$ cat src/rtl/mem_bus_decoder.sv
// Memory-bus decoder/responder: maps the core data port onto N slave regions
// by ADDR[31:16] tag, with registered chip selects, a READY timeout and an
// error log (last failing address plus a saturating error count).
module mem_bus_decoder #(
    parameter int unsigned                 NUM_REGIONS = 2,
    parameter logic [16*NUM_REGIONS-1:0]   REGION_BASE = {16'h1001, 16'h0040},
    parameter int unsigned                 TIMEOUT     = 16,
    parameter logic [31:0]                 ERR_RDATA   = 32'hDEADBEEF
) (
    input  logic                          CLK,
    input  logic                          RST,
    input  logic                          M_REQ,
    input  logic [31:0]                   M_ADDR,
    input  logic [1:0]                    M_WR_EN,
    input  logic [31:0]                   M_WDATA,
    output logic [31:0]                   M_RDATA,
    output logic                          M_ACK,
    output logic                          M_ERR,
    output logic [NUM_REGIONS-1:0]        S_CS,
    output logic [15:0]                   S_ADDR,
    output logic [1:0]                    S_WR_EN,
    output logic [31:0]                   S_WDATA,
    input  logic [32*NUM_REGIONS-1:0]     S_RDATA,
    input  logic [NUM_REGIONS-1:0]        S_READY,
    output logic [31:0]                   ERR_ADDR,
    output logic [7:0]                    ERR_CNT
);

    localparam int IW = (NUM_REGIONS > 1) ? $clog2(NUM_REGIONS) : 1;

    typedef enum logic [1:0] {ST_IDLE, ST_ACCESS, ST_RESP, ST_ERR} state_t;

    state_t                   state_q, state_d;
    logic [IW-1:0]            idx_q, idx_d;
    logic [NUM_REGIONS-1:0]   cs_q, cs_d;
    logic [31:0]              addr_q, addr_d;
    logic [1:0]               wr_q, wr_d;
    logic [31:0]              wdata_q, wdata_d;
    logic [31:0]              cnt_q, cnt_d;
    logic [31:0]              rdata_q, rdata_d;
    logic                     ack_q, ack_d;
    logic                     err_q, err_d;
    logic [31:0]              err_addr_q, err_addr_d;
    logic [7:0]               err_cnt_q, err_cnt_d;

    logic                     hit;
    logic [IW-1:0]            hit_idx;
    logic [NUM_REGIONS-1:0]   hit_cs;
    logic                     rdy_sel;
    logic [31:0]              rdata_sel;
    logic                     tmo;
    logic [7:0]               err_cnt_inc;

    // Tag decode; scanning downwards lets the lowest matching region win.
    always_comb begin
        hit     = 1'b0;
        hit_idx = '0;
        hit_cs  = '0;
        for (int i = NUM_REGIONS - 1; i >= 0; i--) begin
            if (M_ADDR[31:16] == REGION_BASE[16*i +: 16]) begin
                hit     = 1'b1;
                hit_idx = IW'(i);
            end
        end
        for (int i = 0; i < NUM_REGIONS; i++) begin
            hit_cs[i] = (hit_idx == IW'(i));
        end
    end

    // Only the latched region's READY/RDATA are looked at.
    always_comb begin
        rdy_sel   = 1'b0;
        rdata_sel = '0;
        for (int i = 0; i < NUM_REGIONS; i++) begin
            if (idx_q == IW'(i)) begin
                rdy_sel   = S_READY[i];
                rdata_sel = S_RDATA[32*i +: 32];
            end
        end
    end

    assign tmo         = (TIMEOUT != 0) && (cnt_q == TIMEOUT - 1);
    assign err_cnt_inc = (err_cnt_q == 8'hFF) ? err_cnt_q : err_cnt_q + 8'd1;

    // Next-state and registered-output logic; outputs take effect in the
    // state being entered, so ACK/ERR/CS never depend on combinational paths.
    always_comb begin
        state_d    = state_q;
        idx_d      = idx_q;
        cs_d       = cs_q;
        addr_d     = addr_q;
        wr_d       = wr_q;
        wdata_d    = wdata_q;
        cnt_d      = cnt_q;
        rdata_d    = rdata_q;
        ack_d      = 1'b0;
        err_d      = 1'b0;
        err_addr_d = err_addr_q;
        err_cnt_d  = err_cnt_q;
        case (state_q)
            ST_IDLE: begin
                if (M_REQ) begin
                    if (hit) begin
                        idx_d   = hit_idx;
                        cs_d    = hit_cs;
                        addr_d  = M_ADDR;
                        wr_d    = M_WR_EN;
                        wdata_d = M_WDATA;
                        cnt_d   = '0;
                        state_d = ST_ACCESS;
                    end else begin
                        err_addr_d = M_ADDR;
                        err_cnt_d  = err_cnt_inc;
                        rdata_d    = ERR_RDATA;
                        ack_d      = 1'b1;
                        err_d      = 1'b1;
                        state_d    = ST_ERR;
                    end
                end
            end
            ST_ACCESS: begin
                if (rdy_sel) begin
                    if (wr_q == 2'b00) rdata_d = rdata_sel;
                    ack_d   = 1'b1;
                    cs_d    = '0;
                    wr_d    = 2'b00;
                    state_d = ST_RESP;
                end else if (tmo) begin
                    err_addr_d = addr_q;
                    err_cnt_d  = err_cnt_inc;
                    rdata_d    = ERR_RDATA;
                    ack_d      = 1'b1;
                    err_d      = 1'b1;
                    cs_d       = '0;
                    wr_d       = 2'b00;
                    state_d    = ST_ERR;
                end else begin
                    cnt_d = cnt_q + 32'd1;
                end
            end
            ST_RESP: state_d = ST_IDLE;
            ST_ERR:  state_d = ST_IDLE;
            default: state_d = ST_IDLE;
        endcase
    end

    // State and output registers; async reset clears everything, aborting any access.
    always_ff @(posedge CLK or negedge RST) begin
        if (!RST) begin
            state_q    <= ST_IDLE;
            idx_q      <= '0;
            cs_q       <= '0;
            addr_q     <= '0;
            wr_q       <= 2'b00;
            wdata_q    <= '0;
            cnt_q      <= '0;
            rdata_q    <= '0;
            ack_q      <= 1'b0;
            err_q      <= 1'b0;
            err_addr_q <= '0;
            err_cnt_q  <= '0;
        end else begin
            state_q    <= state_d;
            idx_q      <= idx_d;
            cs_q       <= cs_d;
            addr_q     <= addr_d;
            wr_q       <= wr_d;
            wdata_q    <= wdata_d;
            cnt_q      <= cnt_d;
            rdata_q    <= rdata_d;
            ack_q      <= ack_d;
            err_q      <= err_d;
            err_addr_q <= err_addr_d;
            err_cnt_q  <= err_cnt_d;
        end
    end

    assign M_RDATA  = rdata_q;
    assign M_ACK    = ack_q;
    assign M_ERR    = err_q;
    assign S_CS     = cs_q;
    assign S_ADDR   = addr_q[15:0];
    assign S_WR_EN  = wr_q;
    assign S_WDATA  = wdata_q;
    assign ERR_ADDR = err_addr_q;
    assign ERR_CNT  = err_cnt_q;

endmodule

$ cat config.mk
export PLATFORM = sky130hd
export DESIGN_NAME = mem_bus_decoder
export DESIGN_NICKNAME = d
export VERILOG_FILES = /design/src/rtl/mem_bus_decoder.sv
export SDC_FILE = /design/constraint.sdc
export NUM_CORES = 1
export LEC_CHECK = 0
export CAP_MARGIN = 20
export CORE_ASPECT_RATIO = 2
export CORE_MARGIN = 2
export CORE_UTILIZATION = 50
export DETAILED_ROUTE_END_ITERATION = 8
export GPL_ROUTABILITY_DRIVEN = 0
export GPL_TIMING_DRIVEN = 0
export PLACE_DENSITY = 0.92
export RECOVER_POWER = 50
export SLEW_MARGIN = 15
export SYNTH_ARGS = -nofsm -noshare
export SYNTH_HDL_FRONTEND = slang
export SYNTH_SLANG_ARGS = --single-unit
$ cat constraint.sdc
create_clock -name CLK -period 5.6 [get_ports CLK]
set_clock_uncertainty 0.1 [all_clocks]
set_input_delay 0.84 -clock CLK [delete_from_list [all_inputs] [get_ports CLK]]
set_output_delay 0.84 -clock CLK [all_outputs]
set_load 0.03 [all_outputs]
======== Yosys cells after proc, flatten, opt, wreduce, memory -nomap -nowiden ========
Cells that the tools add are included.
word-level totals
  register bits after elaboration ......... 177
  bits of input ports ..................... 135
  output and inout bits ................... 126
operators by class
  add/sub/neg operators ................... 2
  eq/ne operators ......................... 15
  multiplexer cells ....................... 47
  bitwise logic cells ..................... 1
  reduce and logical (&&, ||, !) cells .... 10
operators by type and width
  kind                     count
  $mux W32                 14
  $pmux W32 S2             3
  $mux W8                  5
  $add A32 B1 Y32 const B  1
  $eq A32 B4 Y1 const B    1
  $mux W2                  10
  $eq A16 B13 Y1 const B   1
  $eq A16 B7 Y1 const B    1
  $pmux W8 S2              1
  $reduce_and A5 Y1        3
  $ne A2 B2 Y1 const B     6
  $mux W1                  9
  $add A8 B1 Y8 const B    1
  $eq A8 B8 Y1 const B     1
  $pmux W2 S2              2
  $ne A3 B3 Y1 const B     2
  $pmux W2 S3              1
  $eq A2 B2 Y1 const B     2
  $logic_not A2 Y1         2
  $pmux W1 S2              2
  $reduce_and A4 Y1        1
  $reduce_and A3 Y1        1
  $eq A2 B1 Y1 const B     1
  $reduce_and A2 Y1        1
  other kinds (3)          3

======== Depth between registers and ports, before layout ========
Gate-level depths: netlist (run 1).
  depth in word-level cells ............... 7
  depth in mapped cells ................... 9

======== Worst setup path before layout (run 1) ========
OpenSTA, ideal clock, no wires.
  kind .................................... in2reg
  from .................................... in M_ADDR[17]
  to ...................................... reg cnt_q[31]
  library setup time ...................... 0.078 ns
  data arrival time ....................... 2.482 ns
  setup slack ............................. 2.941 ns
  cell stages on the path ................. 7
  cells stage by stage .................... nor4_1 o211ai_1 o31ai_1 buf_2 nand4_1 or3_1 a21oi_1
between the ends
  cells in the longest elaborated chain, start to end .. 5
  elaborated cells on any way between the ends .. 6
ends and longest elaborated chain
  item                             RTL line  source
  start, declared                  13        input logic [31:0] M_ADDR,
  $eq A16 B13 Y1                   60        if (M_ADDR[31:16] == REGION_BASE[16*i +: 16]) begin
  $mux W1                          60
  $mux W1 (*)                      60
  $ne A2 B2 Y1 (no line) (*)       -
  $reduce_and A5 Y1 (no line) (*)  -
  end signal, assigned             169       cnt_q <= cnt_d;
  end, declared                    39        logic [31:0] cnt_q, cnt_d;
Every way passes the cells marked *; elsewhere a longest branch is shown, timed or not.
A chain may end at the register's enable or synchronous reset.

======== Worst setup path in the final report (run 1) ========
  from .................................... in M_ADDR[29]
  to ...................................... reg err_addr_q[6] (netlist: ERR_ADDR[6])
between the ends
  cells in the longest elaborated chain, start to end .. 5
  elaborated cells on any way between the ends .. 6
ends and longest elaborated chain
  item                             RTL line  source
  $eq A16 B13 Y1                   60
  $mux W1                          60
  $mux W1 (*)                      60
  $ne A2 B2 Y1 (no line) (*)       -
  $reduce_and A5 Y1 (no line) (*)  -
  end signal, assigned             173       err_addr_q <= err_addr_d;
  end, declared                    43        logic [31:0] err_addr_q, err_addr_d;
Marked as above.

==> results of run 1 <==
==> state kept, by name, summed over array words and instances (netlist names) <==
register,flops
cnt_q,32
addr_q,32
S_CS,2
state_q,2
S_WDATA,32
M_ERR,1
idx_q,1
M_RDATA,32
ERR_CNT,8
S_WR_EN,2
ERR_ADDR,32
M_ACK,1
==> layout by cell type (no fill, tap or decap), types with 13 or more instances in the layout <==
cell type and count:
nand2_1 209, clkdlybuf4s50_1 197, dfrtp_1 177, mux2i_1 65
dlygate4sd3_1 62, o21ai_0 44, clkbuf_1 32, nor2_1 31
a2bb2oi_2 22, nand3_1 21, clkbuf_16 17, buf_4 16
and2_1 15, a21oi_1 14, nor4_1 13
==> final cells by class <==
cell class                      instances  area (um2)
Fill cell                            1074        4438
Sequential cell                       177        4429
Multi-Input combinational cell        548        3387
Timing Repair Buffer                  263        2656
Clock buffer                           19       432.9
Buffer                                 56       307.8
Tap cell                              204       255.2
Clock inverter                         12       151.4
Inverter                               12       45.04
==> critical path: stages <==
cell,delay [ns]
clkdlybuf4s50_1,0.48
nor4_1,0.48
o211ai_1,0.28
nor2_1,0.15
a2bb2oi_1,0.57
clkbuf_1,0.44
buf_2,0.31
nand2_1,0.08
o21ai_0,0.14
==> worst min path at each step <==
stage | slack [ns] | to | start | cells after the start
4_1_cts | 0.23 | addr_q[14] | RST | 1
6_report | 0.36 | S_WDATA[3] | S_WDATA[3] | 2
2_1_floorplan | 0.34 | addr_q[22] | addr_q[22] | 2
5_1_grt | 0.38 | S_WDATA[28] | S_WDATA[28] | 2
3_5_place_dp | 0.35 | S_WDATA[28] | S_WDATA[28] | 2
3_3_place_gp | 0.35 | S_WDATA[2] | S_WDATA[2] | 2
==> through the flow <==
step                hold slack [ns]  util, %  worst slack, ns  cell area [um2]  total power, W
finish                       0.3626    72.44            2.035            11660        0.004827
global route                 0.3822    72.44            1.898            11660        0.005019
CTS                          0.2298    72.59            2.057            11690        0.004893
detailed placement           0.3548    68.96            1.613            11100        0.003690
global placement             0.3490    68.48           -3.257            11030        0.003597
floorplan                    0.3385        -            2.941             8170        0.002851
==> layer usage <==
| metal | vias to the layer above | global-route usage (%) | share of wire, % |
|---|---|---|---|
| met5 | - | 0 | 0 |
| met4 | 0 | 9.971 | 2.8 |
| met3 | 61 | 7.608 | 10 |
| met2 | 379 | 48.43 | 52 |
| met1 | 3519 | 30.79 | 36 |
| li1 | 3302 | - | - |
==> power groups by stage <==
stage / Clock (W) / Combinational, W / Sequential (W)
after CTS: 0.00121 / 0.00195 / 0.00173
final: 0.00120 / 0.00190 / 0.00173
after detailed placement: 0 / 0.00194 / 0.00175
after floorplan: 0 / 0.000666 / 0.00219
after global routing: 0.00126 / 0.00201 / 0.00175
after global placement: 0 / 0.00187 / 0.00173
==> logic make-up after synthesis <==
| family | after synthesis | share of synthesized area, % |
|---|---|---|
| AOI/OAI and AO/OA | 123 | 12.08 |
| xor gates and xnor gates | 16 | 1.715 |
| adders and majority gates | 2 | 0.3062 |
| buffers and inverters | 68 | 4.318 |
| DFF | 177 | 54.21 |
| muxes | 68 | 8.530 |
| and+or+nand+nor | 339 | 18.84 |
==> impl_results.md, run 1 <==
- Tightest Pin Transition: 2.865 ns
- Share of cells above drive strength 1: 8.924%
- Achievable frequency: 0.2805 GHz
- Residual DRC count: 0
- Reg2reg path depth: 7
- Mapped cell area: 8170 um2
- IO Count: 261
- Tmin final: 3.565 ns
- Post-CTS sizing: 0
- Die W: 94.39 um
- Outcome: finished, violations left
- Top_reg_cell synth: dfrtp_1
- First-pass GRT wire length: 37,050 um
- # diodes: 0
- Worst-path fanout max: 10
- H-tree Lvls: 4
- Drt initial violations: 513
- Syn_nets: 930
- WL final: 24,000 um
- Die area: 17,440 um2
- Mean routed wirelength per cell: 18.59 um
- Peak VDD IR: 0.0002288 V
- Switching pwr: 0.001822 W
- CTS buffer count: 17
- Postcts setup bufs: 0
- Crit. End Element: flip-flop
- Final setup TNS: 0 ns
- Gr usage total: 27.26%
- Critical Path End: ERR_ADDR[6]
- Most area-hungry cell type in the Yosys netlist: dfrtp_1
- Initial Util: 50.74%
- Ranking of synthesized cells by area: dfrtp_1, nand2_1, mux2i_1, a2bb2oi_2, o21ai_0
- Non-Filler Instances: 1,291
- Core area: 16,100 um2
- Drt pass-1 iters: 6
- Sequential power share: 35.8%
- Number of synthesized flops with an enable pin: 0
- Async SR Flop Fraction: 100.0%
- Warnings, synthesis: 0
- Mapped Avg Cell Area: 10.30 um2
- Height of the die: 184.8 um
- RSZ-0062 raised after global routing: no
- # hold bufs at CTS: 0
- Routed vias: 7,261
- Synth unique cells: 51
- Seq cells post-synth: 177
- Clock sink count: 177
- Post-DP HPWL: 17,530 um
- Port Buffers: 260
- Kind of critical path: in2reg
- Sw frac: 37.75%
- Max cap viols: 1
- Max Root-Sink Buffers: 2
- Clock power frac: 24.8%
- Area added between synthesis and finish: 42.77%
- Largest net degree at the start of global routing: 66
- Critical path startpoint category: input pin
- Syn Inst Count: 793
- Comb power frac: 39.4%
- Clk_lat worst skew: 0.43 ns
- Seq/Total Area, Yosys: 54.21%
- Grt ovf: 0
- CTS root buffer: clkbuf_16
- Relative slew slack: -91.02%
- Int Pwr: 0.003005 W
- Synth top cells by count: nand2_1, dfrtp_1, mux2i_1
- Type of the tightest min-delay check: reg2reg
- Critical Path AT: 3.77 ns
- Failing checks: max-capacitance violations, max-slew violations
- Reg2Reg Capture Point: cnt_q[31]
- Tcrit/Tclk final: 63.67%
- CTS tree: done
- Crit. Startpoint: M_ADDR[29]
- Setup violators final: 0
- Most frequent cell after synthesis: nand2_1
- Synth top area share: 54.21%
- Static Leakage: 5.103 nW
- CTS clock-pin slew for the worst setup and hold paths: 0.07 ns
- CP required: 5.80 ns
- Final Hold Viols: 0
- Post-DR vias/cell: 5.624
- Initial antenna violation count: 0
- DRT antenna net count: 0
- Worst r2r src: idx_q
- Number of global-route vias before repair: 7,368
- Row count: 66
- Max-slew violations: 51
- Net count, final: 1,212
- PwrDens: 413.8 nW/um2
- R2R setup slack: 2.61 ns
- Inst Count DP: 1,260
(Power assumes the default switching activity.)
==> inputs of run 2 (changes only) <==
CORE_UTILIZATION = 42   (was 50)
PLACE_DENSITY = 0.83   (was 0.92)
clock period = 3.2 ns   (was 5.6 ns; I/O delays follow)
==> run 2 against run 1 <==
Compared with the run above: the flow still finishes with violations (max-capacitance violations, max-slew violations); sequential share of layout area down 0.21 points; worst hold slack got worse by 0.0030 ns; flip-flop and latch count is the same; non-clock buffer count increased by 1; largest cell class unchanged.
==> impl_results.md, run 2 (same netlist as run 1, synthesis figures left out) <==
- Reg2Reg Capture Point: cnt_q[24]
- Sequential cell area: 4429 um2 (unchanged)
- Setup ws final: 0.1606 ns (-1.874 ns)
- WL final: 24,380 um (+1.6%)
- Area added between synthesis and finish: 43.55%
- Row count: 72 (+9.1%)
- Tcrit/Tclk final: 94.98%
- Residual DRC count: 0 (unchanged)
- Critical Path End: cnt_q[31]
- # diodes: 0 (unchanged)
- Worst r2r src: cnt_q[0]
- CTS buffer count: 17 (unchanged)
- Max-slew violations: 75 (+47%)
- Kind of critical path: in2reg
- Mean routed wirelength per cell: 18.09 um (-2.7%)
- Switching pwr: 0.003185 W (+75%)
- Max Root-Sink Buffers: 2 (unchanged)
- Initial antenna violation count: 0 (unchanged)
- Critical Path AT: 3.28 ns (-0.49 ns)
- Final Hold Viols: 0 (unchanged)
- CTS tree: done
- Crit. End Element: flip-flop
- Sw frac: 37.90% (+0.15 points)
- Tightest Pin Transition: 1.960 ns (-0.9055 ns)
- Net count, final: 1,213 (+0.083%)
- DRT antenna net count: 0 (unchanged)
- Postcts setup bufs: 0 (unchanged)
- Routed vias: 7,083 (-2.5%)
- Drt pass-1 iters: 5 (-1)
- Max cap viols: 1 (unchanged)
- Largest net degree at the start of global routing: 104 (+58%)
- Port Buffers: 260 (unchanged)
- Grt ovf: 0 (unchanged)
- Clk_lat worst skew: 0.43 ns (about the same)
- Clock power frac: 24.3% (-0.5 points)
- RSZ-0062 raised after global routing: no
- Post-DR vias/cell: 5.254 (-6.6%)
- Achievable frequency: 0.3290 GHz
- R2R setup slack: 0.29 ns (-2.32 ns)
- Worst-path fanout max: 10 (unchanged)
- Drt initial violations: 357 (-30%)
- FILL cells: 1,587 (+48%)
- PwrDens: 716.4 nW/um2 (+73%)
- Static Leakage: 5.151 nW (+0.94%)
- Gr usage total: 24.13% (-3.1 points)
- CP required: 3.45 ns (-2.35 ns)
- Failing checks: max-capacitance violations, max-slew violations
- Comb power frac: 39.8% (+0.4 points)
- IO Count: 261 (unchanged)
- Crit. Startpoint: M_ADDR[17]
- Most frequent cells in the layout: nand2_1, clkdlybuf4s50_1, dfrtp_1, mux2i_1, dlygate4sd3_1
- Tmin final: 3.039 ns
- Relative slew slack: -30.65% (+60 points)
- H-tree Lvls: 4 (unchanged)
- Number of global-route vias before repair: 7,194 (-2.4%)
- Sequential power share: 35.9% (about the same)
- Clock sink count: 177 (unchanged)
- Share of cells above drive strength 1: 9.458% (+0.53 points)
- Worst Hold Launch: S_WDATA[6]
- Setup violators final: 0 (unchanged)
- Worst hold slack: 0.3595 ns (-0.003024 ns)
- Critical path startpoint category: input pin
- Die W: 102.6 um (+8.7%)
- Peak VDD IR: 0.0004319 V (+89%)
- Die area: 20,650 um2 (+18%)
- Core area: 19,190 um2 (+19%)
- Post-DP HPWL: 18,570 um (+6.0%)
- Height of the die: 201.2 um (+8.9%)
- Reg2reg path depth: 7 (unchanged)
- Area occupied by multi-input gates: 3406 um2 (+0.55%)
- Most common cell after layout, fill and taps aside: nand2_1
- Int Pwr: 0.005218 W (+74%)
- CTS clock-pin slew for the worst setup and hold paths: 0.07 ns (about the same)
- CTS root buffer: clkbuf_16
- Pre-CTS setup slack: -0.3370 ns (-1.950 ns)
- Type of the tightest min-delay check: reg2reg
- Initial Util: 42.58% (-8.2 points)
- First-pass GRT wire length: 38,300 um (+3.4%)
- Outcome: finished, violations left
[run 2: cell types whose count changed in the layout (fill, tap and decap cells not counted), sizes merged]
| cell | delta |
|---|---|
| clkinvlp | -1 |
| bufinv | -1 |
| dlygate4sd3 | +1 |
| inv | +2 |
| clkinv | +1 |
[run 2: what timing repair did]
action | in CTS | in global routing
setup endpoints to repair | 0 | 40
hold buffers | 1 | 0
hold endpoints to repair | 74 | 0
gates resized for setup | 0 | 3
[run 2: worst min-delay path by stage]
stage / endpoint / slack, ns / cells past startpoint
2_1_floorplan: ERR_ADDR[0] / 0.08 / 0
3_3_place_gp: S_WDATA[26] / 0.35 / 2
3_5_place_dp: S_WDATA[25] / 0.35 / 2
4_1_cts: S_WDATA[25] / 0.37 / 2
5_1_grt: S_WDATA[6] / 0.38 / 2
6_report: S_WDATA[6] / 0.36 / 2
[run 2: layer usage]
layer / part of all wire (%) / up-vias / track usage [%]
li1: - / 3285 / -
met1: 34 / 3435 / 26.27
met2: 55 / 294 / 43.60
met3: 6.4 / 69 / 5.036
met4: 4.3 / 0 / 10.57
met5: 0 / - / 0
[run 2: metrics by stage]
step	setup TNS, ns	cell area (um2)	utilization, %	total power [W]	std cells
2_1_floorplan	0	8170	-	0.004989	793
3_5_place_dp	-13.23	11150	58.12	0.006475	1315
4_1_cts	0	11730	61.14	0.008529	1348
5_1_grt	0	11730	61.12	0.008788	1348
3_3_place_gp	-1079.70	11100	57.83	0.006408	1312
6_report	0	11730	61.12	0.008403	1348
[run 2: worst max-delay path: stages]
cell and delay, ns:
clkdlybuf4s50_1 0.44, nor4_1 0.49, o211ai_1 0.33, o31ai_1 0.48, buf_2 0.32, nand4_1 0.19, or3_1 0.39, a21oi_1 0.16
[run 2: power by group through the flow]
stage	sequential, W	clock (W)	combinational (W)
floorplan	0.00382	0	0.00116
global placement	0.00304	0	0.00337
detailed placement	0.00306	0	0.00342
CTS	0.00302	0.00208	0.00343
global route	0.00307	0.00217	0.00355
finish	0.00302	0.00204	0.00335
[run 2: cell type report]
class,count,area share (%)
inverter,12,0.3840
sequential,177,37.76
clock inverter,13,1.067
clock buffer,19,3.776
buffer,56,2.635
timing repair buffer,264,22.57
tap,259,2.763
multi-input combinational,548,29.04
